File: config.mk
export PLATFORM = sky130hd
export DESIGN_NAME = imem_loader_enc
export DESIGN_NICKNAME = d
export VERILOG_FILES = /design/src/rtl/mips_pkg.sv /design/src/rtl/instr_enc.sv /design/src/rtl/imem_loader_enc.sv
export SDC_FILE = /design/constraint.sdc
export NUM_CORES = 1
export LEC_CHECK = 0
export CAP_MARGIN = 0
export CELL_PAD_IN_SITES_DETAIL_PLACEMENT = 0
export CELL_PAD_IN_SITES_GLOBAL_PLACEMENT = 1
export CORE_MARGIN = 4
export CORE_UTILIZATION = 34
export DETAILED_ROUTE_END_ITERATION = 8
export PLACE_DENSITY_LB_ADDON = 0.1
export SLEW_MARGIN = 20
export SYNTH_ARGS = -nofsm -noshare
export SYNTH_HDL_FRONTEND = slang
export SYNTH_HIERARCHICAL = 1
export SYNTH_SLANG_ARGS = --single-unit
File: constraint.sdc
create_clock -name clk_i -period 3 [get_ports clk_i]
set_clock_uncertainty 0.1 [all_clocks]
set_input_delay 0.3 -clock clk_i [delete_from_list [all_inputs] [get_ports clk_i]]
set_output_delay 0.3 -clock clk_i [all_outputs]
set_load 0.05 [all_outputs]
File: src/rtl/mips_pkg.sv
// Shared MIPS definitions: instruction classes, opcodes, loader FSM states.
// Latency: n/a (types and constants only).
// Backpressure: n/a.
package mips_pkg;

  typedef enum logic [2:0] {
    CLS_RTYPE = 3'd0,
    CLS_LW    = 3'd1,
    CLS_SW    = 3'd2,
    CLS_BEQ   = 3'd3,
    CLS_J     = 3'd4,
    CLS_ADDI  = 3'd5
  } instr_cls_e;

  // Primary opcode field values, identical to those the main decoder matches
  localparam logic [5:0] OP_RTYPE = 6'h00;
  localparam logic [5:0] OP_LW    = 6'h23;
  localparam logic [5:0] OP_SW    = 6'h2B;
  localparam logic [5:0] OP_BEQ   = 6'h04;
  localparam logic [5:0] OP_J     = 6'h02;
  localparam logic [5:0] OP_ADDI  = 6'h08;

  typedef enum logic [1:0] {
    ST_IDLE = 2'd0,
    ST_LOAD = 2'd1,
    ST_DONE = 2'd2
  } ld_state_e;

endpackage

File: src/rtl/instr_enc.sv
// Packs class + register/immediate fields into a 32-bit MIPS word; flags illegal classes.
// Latency: purely combinational.
// Backpressure: none.
module instr_enc
  import mips_pkg::*;
(
  input  logic [2:0]  cls,
  input  logic [4:0]  rs,
  input  logic [4:0]  rt,
  input  logic [4:0]  rd,
  input  logic [5:0]  funct,
  input  logic [15:0] imm,
  input  logic [25:0] target,
  output logic [31:0] word,
  output logic        illegal
);

  // Select the field layout for the class; classes 6 and 7 produce a zero word
  always_comb begin
    word    = '0;
    illegal = 1'b0;
    case (cls)
      CLS_RTYPE: word = {OP_RTYPE, rs, rt, rd, 5'b00000, funct};
      CLS_LW:    word = {OP_LW, rs, rt, imm};
      CLS_SW:    word = {OP_SW, rs, rt, imm};
      CLS_BEQ:   word = {OP_BEQ, rs, rt, imm};
      CLS_J:     word = {OP_J, target};
      CLS_ADDI:  word = {OP_ADDI, rs, rt, imm};
      default:   illegal = 1'b1;
    endcase
  end

endmodule

File: src/rtl/imem_loader_enc.sv
// Accepts instruction-field beats, encodes them and writes them sequentially into imem.
// Latency: write strobe one cycle after the accepting edge; one beat per cycle.
// Backpressure: ready_o low outside LOAD and once the last imem word has been written.
module imem_loader_enc
  import mips_pkg::*;
#(
  parameter int ADDR_W    = 6,
  parameter int BASE_ADDR = 0
) (
  input  logic              clk_i,
  input  logic              rst_i,
  input  logic              start_i,
  input  logic              valid_i,
  output logic              ready_o,
  input  logic [2:0]        cls_i3,
  input  logic [4:0]        rs_i5,
  input  logic [4:0]        rt_i5,
  input  logic [4:0]        rd_i5,
  input  logic [5:0]        funct_i6,
  input  logic [15:0]       imm_i16,
  input  logic [25:0]       target_i26,
  input  logic              last_i,
  output logic              we_o,
  output logic [ADDR_W-1:0] waddr_o,
  output logic [31:0]       wdata_o32,
  output logic              busy_o,
  output logic              done_o,
  output logic              err_o,
  output logic              ovf_o,
  output logic [ADDR_W:0]   count_o
);

  localparam logic [ADDR_W-1:0] BASE_WORD = ADDR_W'(BASE_ADDR);
  localparam logic [ADDR_W-1:0] LAST_WORD = '1;

  ld_state_e         state;
  logic [ADDR_W-1:0] addr;
  logic [31:0]       enc_word;
  logic              enc_illegal;
  logic              accept;

  instr_enc u_enc (
    .cls     (cls_i3),
    .rs      (rs_i5),
    .rt      (rt_i5),
    .rd      (rd_i5),
    .funct   (funct_i6),
    .imm     (imm_i16),
    .target  (target_i26),
    .word    (enc_word),
    .illegal (enc_illegal)
  );

  // Refuse beats while the write to the final imem word is still on the port
  assign ready_o = (state == ST_LOAD) && !(we_o && (waddr_o == LAST_WORD));
  assign accept  = valid_i && ready_o;

  // Session FSM with address/count bookkeeping and the registered write port
  always_ff @(posedge clk_i) begin
    if (rst_i) begin
      state     <= ST_IDLE;
      addr      <= BASE_WORD;
      count_o   <= '0;
      we_o      <= 1'b0;
      waddr_o   <= '0;
      wdata_o32 <= '0;
      busy_o    <= 1'b0;
      done_o    <= 1'b0;
      err_o     <= 1'b0;
      ovf_o     <= 1'b0;
    end else begin
      we_o <= 1'b0;
      case (state)
        ST_IDLE, ST_DONE: begin
          if (start_i) begin
            state   <= ST_LOAD;
            busy_o  <= 1'b1;
            done_o  <= 1'b0;
            addr    <= BASE_WORD;
            count_o <= '0;
            err_o   <= 1'b0;
            ovf_o   <= 1'b0;
          end
        end
        ST_LOAD: begin
          if (accept) begin
            if (enc_illegal) begin
              err_o <= 1'b1;
              if (last_i) begin
                state  <= ST_DONE;
                busy_o <= 1'b0;
                done_o <= 1'b1;
              end
            end else begin
              we_o      <= 1'b1;
              waddr_o   <= addr;
              wdata_o32 <= enc_word;
              count_o   <= count_o + (ADDR_W+1)'(1);
              // The address saturates at the top word rather than wrapping
              if (addr != LAST_WORD) addr <= addr + ADDR_W'(1);
              if (last_i || (addr == LAST_WORD)) begin
                state  <= ST_DONE;
                busy_o <= 1'b0;
                done_o <= 1'b1;
              end
              if (!last_i && (addr == LAST_WORD)) ovf_o <= 1'b1;
            end
          end
        end
        default: begin
          state  <= ST_IDLE;
          busy_o <= 1'b0;
          done_o <= 1'b0;
        end
      endcase
    end
  end

endmodule
# Word level (Yosys, flattened, before mapping)
# Cells that the tools add are included.
[op_classes]
magnitude_cmp = 0
n_shift = 0
eq_ne = 18
bitwise = 2
multipliers = 0
div_mod_pow = 0
muxes = 36
addsub = 2
reduce_logical = 19
[ops]
columns = ["operator", "count"]
rows = [
  ["$pmux 32 s6", 1],
  ["$mux 6", 4],
  ["$mux 7", 3],
  ["$mux 1", 16],
  ["$pmux 7 s2", 1],
  ["$eq 6x6->1 const B", 2],
  ["$pmux 6 s2", 1],
  ["$reduce_and 4->1", 3],
  ["$mux 2", 5],
  ["$reduce_and 5->1", 2],
  ["$ne 2x2->1 const B", 4],
  ["$pmux 1 s2", 4],
  ["$add 7x1->7 const B", 1],
  ["$add 6x1->6 const B", 1],
  ["$eq 3x2->1 const B", 2],
  ["$eq 3x3->1 const B", 2],
  ["$ne 6x6->1 const B", 1],
  ["$reduce_or 6->1", 1],
  ["$logic_and 1x1->1", 4],
  ["$ne 2x1->1 const B", 2],
  ["$pmux 2 s2", 1],
  ["$eq 3x1->1 const B", 1],
  ["$logic_not 3->1", 1],
  ["$ne 3x2->1 const B", 1],
  ["11 further kinds", 13],
]
[totals]
romBits = 0
elab_cells = 87
ramBits = 0
mem_count = 0
reg_bits = 58
latch_bits = 0

# Logic depth before layout (Yosys ltp)
# Gate-level depths: netlist of run 1.
[depth]
word_depth = 7
mapped_depth = 9

# Modules after synthesis
# The synthesis of run 1 kept the hierarchy.
[modules_own_cells]
columns = ["mod", "area_per_inst_um2", "n_inst", "seq_area_each_um2", "cells_each"]
rows = [
  ["imem_loader_enc", 2289.7, 1, 1141.1, 281],
  ["instr_enc", 882.1, 1, 0.0, 106],
]

# Least setup slack after synthesis of run 1
# OpenSTA, ideal clock, no wires.
[synth_timing]
path_type = "reg-to-reg"
start = "register waddr_o[1]"
end = "register addr[2]"
arrival_time_ns = 1.947
period_less_slack_ns = 2.121
setup_time_ns = 0.074
slack_ns = 0.879
path_stages_with_launch = 5
cell_sequence = "dfxtp_1 and3_1 a21oi_1 nand4_1 a31oi_1"
[synth_between]
elab_chain_len = 7
[synth_rtl]
columns = ["element", "line_no", "rtl"]
rows = [
  ["from (decl)", "imem_loader_enc.sv:24", "output logic [ADDR_W-1:0] waddr_o,"],
  ["from (signal assigned)", "imem_loader_enc.sv:96", "waddr_o <= addr;"],
  ["$eq 6x6->1", "imem_loader_enc.sv:55", "assign ready_o = (state == ST_LOAD) && !(we_o && (waddr_o == LAST_WORD));"],
  ["$logic_and 1x1->1", "imem_loader_enc.sv:55", ""],
  ["$logic_not 1->1", "imem_loader_enc.sv:55", ""],
  ["$logic_and 1x1->1", "imem_loader_enc.sv:55", ""],
  ["net ready_o", "imem_loader_enc.sv:14", "output logic ready_o,"],
  ["$logic_and 1x1->1", "imem_loader_enc.sv:56", "assign accept = valid_i && ready_o;"],
  ["$ne 2x2->1 (no source line)", "--", ""],
  ["$reduce_and 5->1 (no source line)", "--", ""],
  ["to (signal assigned)", "imem_loader_enc.sv:100", "if (addr != LAST_WORD) addr <= addr + ADDR_W'(1);"],
  ["to (decl)", "imem_loader_enc.sv:37", "logic [ADDR_W-1:0] addr;"],
]
# The timed path passes the listed nets, and every way through them passes these cells.
# A chain may end at the register's enable or synchronous reset.

# Worst setup path after layout of run 1
[layout_timing]
start = "register state[0]"
end = "output ready_o"
[layout_between]
elab_chain_len = 2
[layout_rtl]
columns = ["element", "line_no", "rtl"]
rows = [
  ["from (decl)", "imem_loader_enc.sv:36", "ld_state_e state;"],
  ["from (signal assigned)", "imem_loader_enc.sv:61", "state <= ST_IDLE;"],
  ["from (signal assigned)", "imem_loader_enc.sv:76", "state <= ST_LOAD;"],
  ["from (signal assigned)", "imem_loader_enc.sv:90", "state <= ST_DONE;"],
  ["$eq 2x1->1", "imem_loader_enc.sv:55", ""],
  ["$logic_and 1x1->1", "imem_loader_enc.sv:55", ""],
  ["to (decl)", "imem_loader_enc.sv:14", ""],
]
# No other way between the ends.

==> run summary, run 1 <==
The highest ir drop seen on vdd came out at 222 uV. The share of cells above drive strength 1 came out at 7.03%. At the later pin of the worst-skew pair, clock insertion delay measures 330 ps. The number of global-route vias before repair came out at 3038. STA classifies the critical path endpoint as an output pin. Across every metal layer, demand over resource in global routing totals 17.1%. The DRC violation count after routing came out at 0.

The share of Yosys cell area claimed by the top area cell type came out at 36.0%. Relative to the synthesized area, the layout overhead comes to 44.2%. Setup repair after global routing left no endpoint under its margin. The normalized max-slew margin is 59.1%. The synthesized design contains 57 register bits. The instance count of the mapped netlist is 387.

Routability-driven placement finished with a final weighted congestion of 0.803. The share of the yosys chip area belonging to registers came out at 36.0%. The quantity of I/O buffers inserted on ports is 121. After clock tree synthesis, the clock-pin slew on the worst setup and hold paths is 70 ps. The final critical path takes up 84.6% of the cycle. TritonCTS built the clock tree. The largest total area in the synthesized netlist belongs to dfxtp_1.

The count of standard-cell rows came out at 34. From bottom edge to top edge, the die measures 105 um. The count of cells resized by post-cts repair came out at 0. The number of library cell types mapped by synthesis is 50.

In this run the worst path has a maximum fanout of 7. Setup violations remaining at the end of the flow were counted as 0. The average routed wire per standard cell came out at 15.6 um. The number of nets with antenna violations after detailed routing is 0.

The number of clock sinks came out at 57. The maximum clock frequency is 0.394 GHz. Sorting the synthesized cells by area gives the leading types as dfxtp_1 36%, nand2_1 9.8%, a21oi_1 6.8%.

Summing all placed instances gives a cell area of 0.00438 mm2. For this design, the CTS-stage hold fixing added 0 buffers. The first-pass iteration count of the detailed router is 6. The starting density of the core came out at 35.7%. Dividing the detail-routed via count by the number of cells gives 5.22. For this run, the slowest stage of the critical path takes 870 ps.

The number of buffers added by the clock tree synthesis step is 9. Measured along the x axis, the die boundary spans 105 um. The starting DRC count in detailed routing is 84. For this design, the slowest cell found on the critical path is clkdlybuf4s50_1. In this run the clock root is driven by a clkbuf_8. The number of nets in the synthesized netlist is 460. Traced cell by cell, the critical path runs through nand2b_1 -> a21oi_1 -> clkdlybuf4s50_1. The flow ran to the end, and the final reports show no timing, DRC or antenna violations. The count of nets after finishing is 566. The max-capacitance violation count came out at 0. The number of enable flip-flop cells after synthesis is 0. In the synthesized netlist the dominant register cell turns out to be dfxtp_1. The floorplan step defined a core boundary enclosing 0.00889 mm2. The mapped cell area is 0.00317 mm2.

The number of antenna violations at the first check in global routing is 0. The number of placed I/O pins is 122. For the worst setup path, the data required time is 2600 ps. The routed wire length came out at 9480 um. The count of warnings emitted by yosys is 6. 0 antenna diodes ended up in the layout. CTS built an H-tree with a depth of 3. The static leakage is 0.00171 uW. The synthesized area per cell is 8.20 um2. The pin count of the biggest net entering global routing came out at 57. The post-route standard cell area excluding fillers is 0.00457 mm2.

The critical path is of the register to output pin type. Summed over all failing endpoints, the final setup total negative slack is 0 ps. The clock tree buffer depth came out at 2.

Once the clock tree was built, the setup fixing pass inserted 0 buffers. The cell area power density came out at 414 mW/mm2. In the layout the commonest cells are 119 x clkdlybuf4s50_1, 83 x nand2_1, 57 x dfxtp_1.

The actual slew at the worst max-slew pin came out at 612 ps. The remaining global-route overflow came out at 0. The number of failing hold endpoints at the final stage was 0. In the synthesized netlist the async set-or-reset flop fraction comes to 0%. The most common cell after layout, fill and taps aside is clkdlybuf4s50_1. The count of final max-slew check failures is 0. The path class of the tightest hold or removal check is input port to register. The floorplan die area came out at 0.0109 mm2. For the worst setup path, the data arrival time is 2140 ps. The fill cell instance count of the final layout is 905.

The total vias in the final route is 3165. The global-route wire length before repair is 15500 um. The final critical path time including I/O delays and setup is 2540 ps.

The sort of element at the start of the critical path is a register. The detailed-placement wirelength estimate came out at 6780 um.
-- sequential cells by signal, summed over array words and instances (netlist names) --
name	cells
wdata_o32	32
count_o	7
addr	6
waddr_o	6
busy_o	1
done_o	1
err_o	1
ovf_o	1
state	1
we_o	1
-- final timing paths --
| check | from | to | slack, ps | cells after the start |
|---|---|---|---|---|
| hold reg to reg | wdata_o32[1] | wdata_o32[1] | 350 | 2 |
| setup / recovery | state[0] | ready_o | 460 | 3 |
| setup reg to reg | waddr_o[4] | addr[1] | 950 | 5 |
| hold / removal | rst_i | wdata_o32[8] | 350 | 2 |
-- stage by stage --
| step | utilization (%) | hold WS, ps | power, uW | setup slack [ps] | cells |
|---|---|---|---|---|---|
| 6_report | 51.4 | 353 | 1890 | 462 | 606 |
| 5_1_grt | 51.4 | 369 | 1980 | 325 | 606 |
| 4_1_cts | 51.4 | 343 | 1910 | 475 | 606 |
| 3_5_place_dp | 49.3 | 346 | 1200 | 399 | 590 |
| 3_3_place_gp | 49.3 | 341 | 1200 | 450 | 590 |
| 2_1_floorplan | - | 370 | 1040 | 879 | 387 |
-- worst max-delay path: cells and delay by family (launching register included) --
family                 cells  cell delay (ps)
DFF                        1              450
AOI/OAI and AO/OA          1              300
and+or+nand+nor            1              180
buffers and inverters      1              870
-- routing by layer --
metal / vias up / part of all wire, % / GRT usage (%)
met5: - / 0 / 0
met1: 1458 / 45 / 21.7
met3: 9 / 9.6 / 6.29
met4: 0 / 0.98 / 5.25
met2: 100 / 45 / 27.4
li1: 1598 / - / -
-- logic make-up after synthesis --
family,synth area share (%)
AO/OA/AOI/OAI,21.7
other,0.118
multiplexers,3.91
flip-flops,36.0
buffers and inverters,6.90
XOR/XNOR,0.552
adder cells (fa/ha/maj),0.789
AND/OR/NAND/NOR,30.0
-- report_power, final --
group / internal [uW] / leakage (uW) / switching, uW / total (uW)
Combinational: 190 / 0.00116 / 205 / 395
Sequential: 775 / 0.000461 / 13.7 / 789
Clock: 381 / 0.0000912 / 329 / 710
-- Yosys cell counts, types with 2 or more instances --
cell type,n
a21o_1,2
and3_1,3
and4bb_2,5
dfxtp_1,57
and3b_1,16
o22ai_1,2
nor2b_1,13
nand3_1,11
and2b_1,2
a211o_1,6
nor4b_1,2
inv_1,5
a221o_1,21
and2_1,11
nor2_1,14
mux2_1,11
a31oi_1,4
buf_6,6
clkbuf_1,9
buf_4,2
and4_1,2
buf_2,15
nand2b_1,3
a21oi_1,43
xnor2_1,2
nor3_1,3
ha_1,2
nand2_1,83
a22o_1,6
nor4_1,2
a32oi_1,3
o2bb2ai_1,3
-- area by class of cell --
class / instances / area [um2] / area share, %
clock inverters: 7 / 71.3 / 1.56
flip-flops and latches: 57 / 1140 / 24.9
repair buffers: 129 / 1260 / 27.6
clock buffers: 9 / 124 / 2.71
multi-input cells: 291 / 1820 / 39.9
well taps: 108 / 135 / 2.95
inverters: 5 / 18.8 / 0.410
(Power assumes the default switching activity.)
==> run 2: changes to the inputs <==
Settings changed: CORE_UTILIZATION 34 to 32.
Clock period 3 ns to 2.6 ns, I/O delays scaled along.
==> run summary, run 2 (synthesis results as in run 1) <==
The final clock period utilization by the worst path is 92.9%. The routed wire length is 9450 um. The maximum level of the CTS H-tree came out at 3. After global routing the overflow that remains totals 0. In the final layout, the multi-input gates occupy 0.00182 mm2. The highest ir drop seen on vdd came out at 204 uV.

The quantity of I/O buffers inserted on ports came out at 121. The clock tree buffer depth came out at 2. Clock-pin slew was measured on the worst setup and hold paths at 70 ps. In the final layout, the share of cells above drive strength 1 is 7.58%. Setup repair after global routing left no endpoint under its margin. The count of standard-cell rows came out at 36. The buffer count from post-CTS setup fixing came out at 0. The number of buffers inserted by hold repair at cts is 0.

The floorplan die area came out at 0.0116 mm2. Detailed placement finished with a half-perimeter wire length of 6760 um. Fill cells in the final layout number 1026. The number of clock sinks came out at 57. In this run the static leakage power is 0.00174 uW.

The number of antenna violations at the first check in global routing was 1. The core region is 0.00973 mm2. More flip-flops sit in one register than any other, and that register is wdata_o32.

The number of global-route vias before repair came out at 2991. The antenna diode count came out at 0. The number of failing hold endpoints at the final stage is 0. The number of flip-flops in the largest register is 32. The congestion estimate from routability-driven global placement came to 0.819. The worst setup path is captured at an output pin.

The minimum hold slack is 325 ps. Power spread over the standard cell area amounts to 491 mW/mm2. Leaving out fill and tap cells, the most frequent cell in the layout is clkdlybuf4s50_1. The sort of element at the start of the critical path is a register. The DRC violation count after routing is 0.

The global-route usage over all layers is 16.1%. In this run the remaining antenna-violating nets after routing total 0. The maximum clock frequency came out at 0.414 GHz. In this design, the stage delay of the slowest critical-path cell is 850 ps. The global-route wire length before repair is 14800 um. The number of placed I/O pins is 122.

The normalized max-slew margin is 59.9%. The starting DRC count in detailed routing came out at 98. The final count of negative-setup-slack endpoints came out at 0.

Of all nets on the critical path, the largest fanout is 7. The count of final max-slew check failures came to 0. The max-capacitance violation count is 0. The first-pass iteration count of the detailed router is 4.

The data arrival time of the critical path came out at 2050 ps. TritonCTS built the clock tree. The sequential cell area came out at 0.00114 mm2.

The endpoint required time on the critical path came out at 2240 ps. The area overhead of the layout relative to synthesis is 46.9%. The insertion delay of the later-clocked pin in the worst-skew pair is 340 ps. The flow ran to the end, and the final reports show no timing, DRC or antenna violations. The pin count of the biggest net entering global routing is 57. After detailed routing, the average wire length per cell comes to 14.9 um.

The total negative slack came out at 0 ps. Once the floorplan was initialized, standard cells occupied 32.6% of the core. The largest registers in the layout are wdata_o32 (32), count_o (7). The category of cells accounting for the largest share of critical-path delay is buffers and inverters.

For this block, the via count after detailed routing is 3170. The count of nets after finishing is 570. Walking the worst path, the cells encountered are nand2b_1 -> a21oi_1 -> clkdlybuf4s50_1. The slowest cell on the critical path is clkdlybuf4s50_1. Measured along the x axis, the die boundary spans 108 um. The worst hold path class is input port to register.

The critical path is of the register to output pin type. TritonCTS created 9 clock buffers. The die is 108 um tall. The via density per instance is 5.00. The buffer and inverter count on the worst path is 1. The actual slew at the worst max-slew pin came out at 602 ps. The count of cells resized by post-cts repair is 0. The top cell types in the final layout, fill and taps aside, are 119 x clkdlybuf4s50_1, 83 x nand2_1, 57 x dfxtp_1.

The final critical path time including I/O delays and setup came out at 2410 ps. In this run the clock root is driven by a clkbuf_8.
[run 2: cell type report]
| class | count | share of cell area (%) |
|---|---|---|
| multi-input combinational | 291 | 39.1 |
| inverter | 5 | 0.403 |
| clock inverter | 5 | 1.72 |
| timing repair buffer | 133 | 27.7 |
| tap | 133 | 3.57 |
| sequential | 57 | 24.5 |
| clock buffer | 10 | 2.95 |
[run 2: per-stage QoR]
step	setup slack [ps]	area [um2]	power, uW	util (%)	std cells
2_1_floorplan	479	3170	1200	-	387
6_report	186	4660	2290	47.9	634
5_1_grt	54.4	4660	2390	47.9	634
4_1_cts	162	4660	2310	47.9	634
3_3_place_gp	326	4440	1390	45.6	619
3_5_place_dp	293	4440	1390	45.6	619
[run 2: path summary, 6_finish.rpt]
check	startpoint	to	slack, ps	depth (start not counted)
min	rst_i	err_o	320	2
max reg2reg	addr[0]	busy_o	760	5
max	state[0]	ready_o	190	3
min reg2reg	wdata_o32[10]	wdata_o32[10]	350	2
[run 2: layer usage]
metal  up-vias  track usage, %  part of all wire, %
met5         -               0                 0.14
met4         2            6.31                  1.6
met3        15            5.40                  7.7
met2        84            27.2                   48
met1      1465            18.8                   43
li1       1604               -                    -
[run 2: power breakdown]
part | switching, uW | internal (uW) | leakage [uW]
Combinational | 235 | 223 | 0.00117
Clock | 361 | 558 | 0.000104
Sequential | 15.3 | 895 | 0.000461
Total | 612 | 1680 | 0.00174
==> run 3: changes to the inputs <==
Settings changed: CORE_MARGIN 4 to 2, MAX_ROUTING_LAYER from default to met4.
Clock period 2.6 ns to 2.4 ns, I/O delays scaled along.
==> run summary, run 3 (synthesis results as in run 1) <==
The antenna diode count is 0. The total negative slack is 0 ps. In this run the critical register-to-register path is launched from addr[0]. The number of failing hold endpoints at the final stage is 0. The pin count of the biggest net entering global routing is 57. TritonCTS created 9 clock buffers.

The total vias in the final route came out at 3183. The data arrival time of the critical path is 1650 ps. The pre-CTS worst setup slack came out at 189 ps.

The DRC violation count after routing is 0. The category of cells accounting for the largest share of critical-path delay is buffers and inverters. The maximum clock frequency is 0.502 GHz. The global-route wire length before repair is 15300 um.

The global-route usage over all layers came out at 18.0%. The number of antenna violations at the first check in global routing is 0. In this run the worst hold path is classified as input port to register. The normalized max-slew margin is 58.2%. In the final layout, the registers with the most flip-flops are wdata_o32 (32), count_o (7).

The floorplan step set the die height to 104 um. The global routing met2 resource utilization is 29.8%. From synthesis to final layout, the design area changed by 46.7%. The H-tree was split into 3 levels. The global-route met3 utilization is 5.54%.

The cell area power density is 500 mW/mm2. The average routed wire per standard cell is 14.8 um. After routing the design area is 0.00465 mm2.

The insertion delay of the later-clocked pin in the worst-skew pair came out at 330 ps. The via density per instance came out at 5.00. The share of cells above drive strength 1 came out at 7.74%. The starting DRC count in detailed routing is 119. In this run the remaining antenna-violating nets after routing total 0. The final critical path time including I/O delays and setup came out at 1990 ps. The endpoint of the lowest-slack register-to-register path is busy_o. The starting density of the core is 32.8%. Cell internal power was estimated by the tool at 1690 uW.

The core footprint is 0.00968 mm2. The top cell types in the final layout, fill and taps aside, are 118 x clkdlybuf4s50_1, 83 x nand2_1, 57 x dfxtp_1. For the pin with the worst max-slew slack, the measured transition is 624 ps. For this design, the slowest cell found on the critical path is dlymetal6s2s_1. Setup violations remaining at the end of the flow were counted as 0. The minimum setup slack in the final design is 408 ps. The share of total power dissipated in the clock network is 36.0%.

The floorplan die area came out at 0.0107 mm2. The quantity of I/O buffers inserted on ports came out at 121. After global routing, the most crowded layer is met2.

The register with the most flip-flops in the layout has 32 of them. The final layout contains 573 nets. Sequential cells burn 42.4% of the power.

122 I/O pins were placed. Clock tree synthesis selected as its root buffer the cell clkbuf_8. The routed wire length came out at 9400 um.

The first TritonRoute pass finished after 4 iterations. The TritonCTS clock tree is built. The layout has 991 filler cells. The clock passes through at most 2 buffers. The buffer and inverter count on the worst path is 1. The final clock period utilization by the worst path is 83.0%.

The final core utilization is 48.1%. Setup repair after global routing left no endpoint under its margin. The max-capacitance violation count is 0. Setup slack on the worst reg-to-reg path comes out at 540 ps. The critical path is of the register to output pin type. More flip-flops sit in one register than any other, and that register is wdata_o32.

The static leakage is 0.00176 uW. The count of final max-slew check failures is 0. STA classifies the critical path endpoint as an output pin. The count of standard-cell rows came out at 36. Clock-pin slew was measured on the worst setup and hold paths at 70 ps. The final weighted congestion of routability-driven global placement came out at 0.802. The buffer count from post-CTS setup fixing is 0. The beginning of the critical path is state[0].

Following the worst setup path forward leads to its endpoint at ready_o. The worst hold path begins at rst_i. The delay of the slowest cell on the worst path came out at 460 ps. The number of buffers inserted by hold repair at cts is 0. The worst setup path is launched from a register. Combinational logic is responsible for 21.6% of the overall power. In this run the number of cells on the critical path is 3.

The instance area at placement came out at 0.00448 mm2. The number of clock sinks is 57. Global routing used 20.8% of the available met1 tracks.

The switching component of the power is 643 uW. The flow ran to the end, and the final reports show no timing, DRC or antenna violations. The wire-length estimate of the detail-placed layout is 6680 um. The number of global-route vias before repair is 3030.

For the worst setup path, the data required time is 2060 ps. The highest ir drop seen on vdd came out at 299 uV. The largest driver fanout on the critical path came out at 7. The net switching fraction of the power came out at 27.6%. The width of the die came out at 104 um. Leaving out fill and tap cells, the most frequent cell in the layout is clkdlybuf4s50_1. The signal on the critical path passes through nand2b_1 -> a21oi_1 -> dlymetal6s2s_1.

The total overflow left after global routing is 0. For the worst flop-to-flop path, the logic depth is 5.
[run 3: power by group through the flow]
stage | sequential, uW | combinational (uW) | clock (uW)
floorplan | 1080 | 224 | 0
global placement | 1010 | 504 | 0
detailed placement | 1010 | 507 | 0
CTS | 987 | 509 | 865
global route | 989 | 543 | 904
finish | 986 | 504 | 838
[run 3: routing by layer]
layer	routed length, um	vias up
li1	-	1606
met1	4180	1478
met2	4430	89
met3	675	10
met4	118	0
met5	0	-
[run 3: layout make-up]
cell class	instances	area [um2]	share of cell area (%)
Multi-Input combinational cell	291	1820	39.2
Timing Repair Buffer	136	1330	28.5
Sequential cell	57	1140	24.5
Tap cell	133	166	3.58
Clock buffer	11	131	2.82
Clock inverter	4	45.0	0.968
Inverter	5	18.8	0.403
[run 3: worst reg2reg max path: stages (launching register included)]
cell      delay (ps)
dfxtp_1          390
ha_1             240
and4_1           320
a31oi_1          110
a211oi_1         410
o32ai_1          160
[run 3: worst min-delay path by stage]
stage / endpoint / depth (start not counted)
5_1_grt: ovf_o / 3
3_5_place_dp: wdata_o32[25] / 2
2_1_floorplan: addr[2] / 2
3_3_place_gp: wdata_o32[11] / 2
6_report: ovf_o / 3
4_1_cts: ovf_o / 3
[run 3: repair_timing]
action,in CTS,in global routing
gates resized for setup,0,1
endpoints found under the hold margin,0,0
endpoints found under the setup margin,0,1
[run 3: per-stage QoR]
| step | hold slack, ps | total power, uW | cells |
|---|---|---|---|
| finish | 253 | 2330 | 637 |
| global route | 263 | 2440 | 637 |
| CTS | 242 | 2360 | 637 |
| detailed placement | 347 | 1510 | 622 |
| global placement | 341 | 1510 | 622 |
| floorplan | 318 | 1300 | 387 |
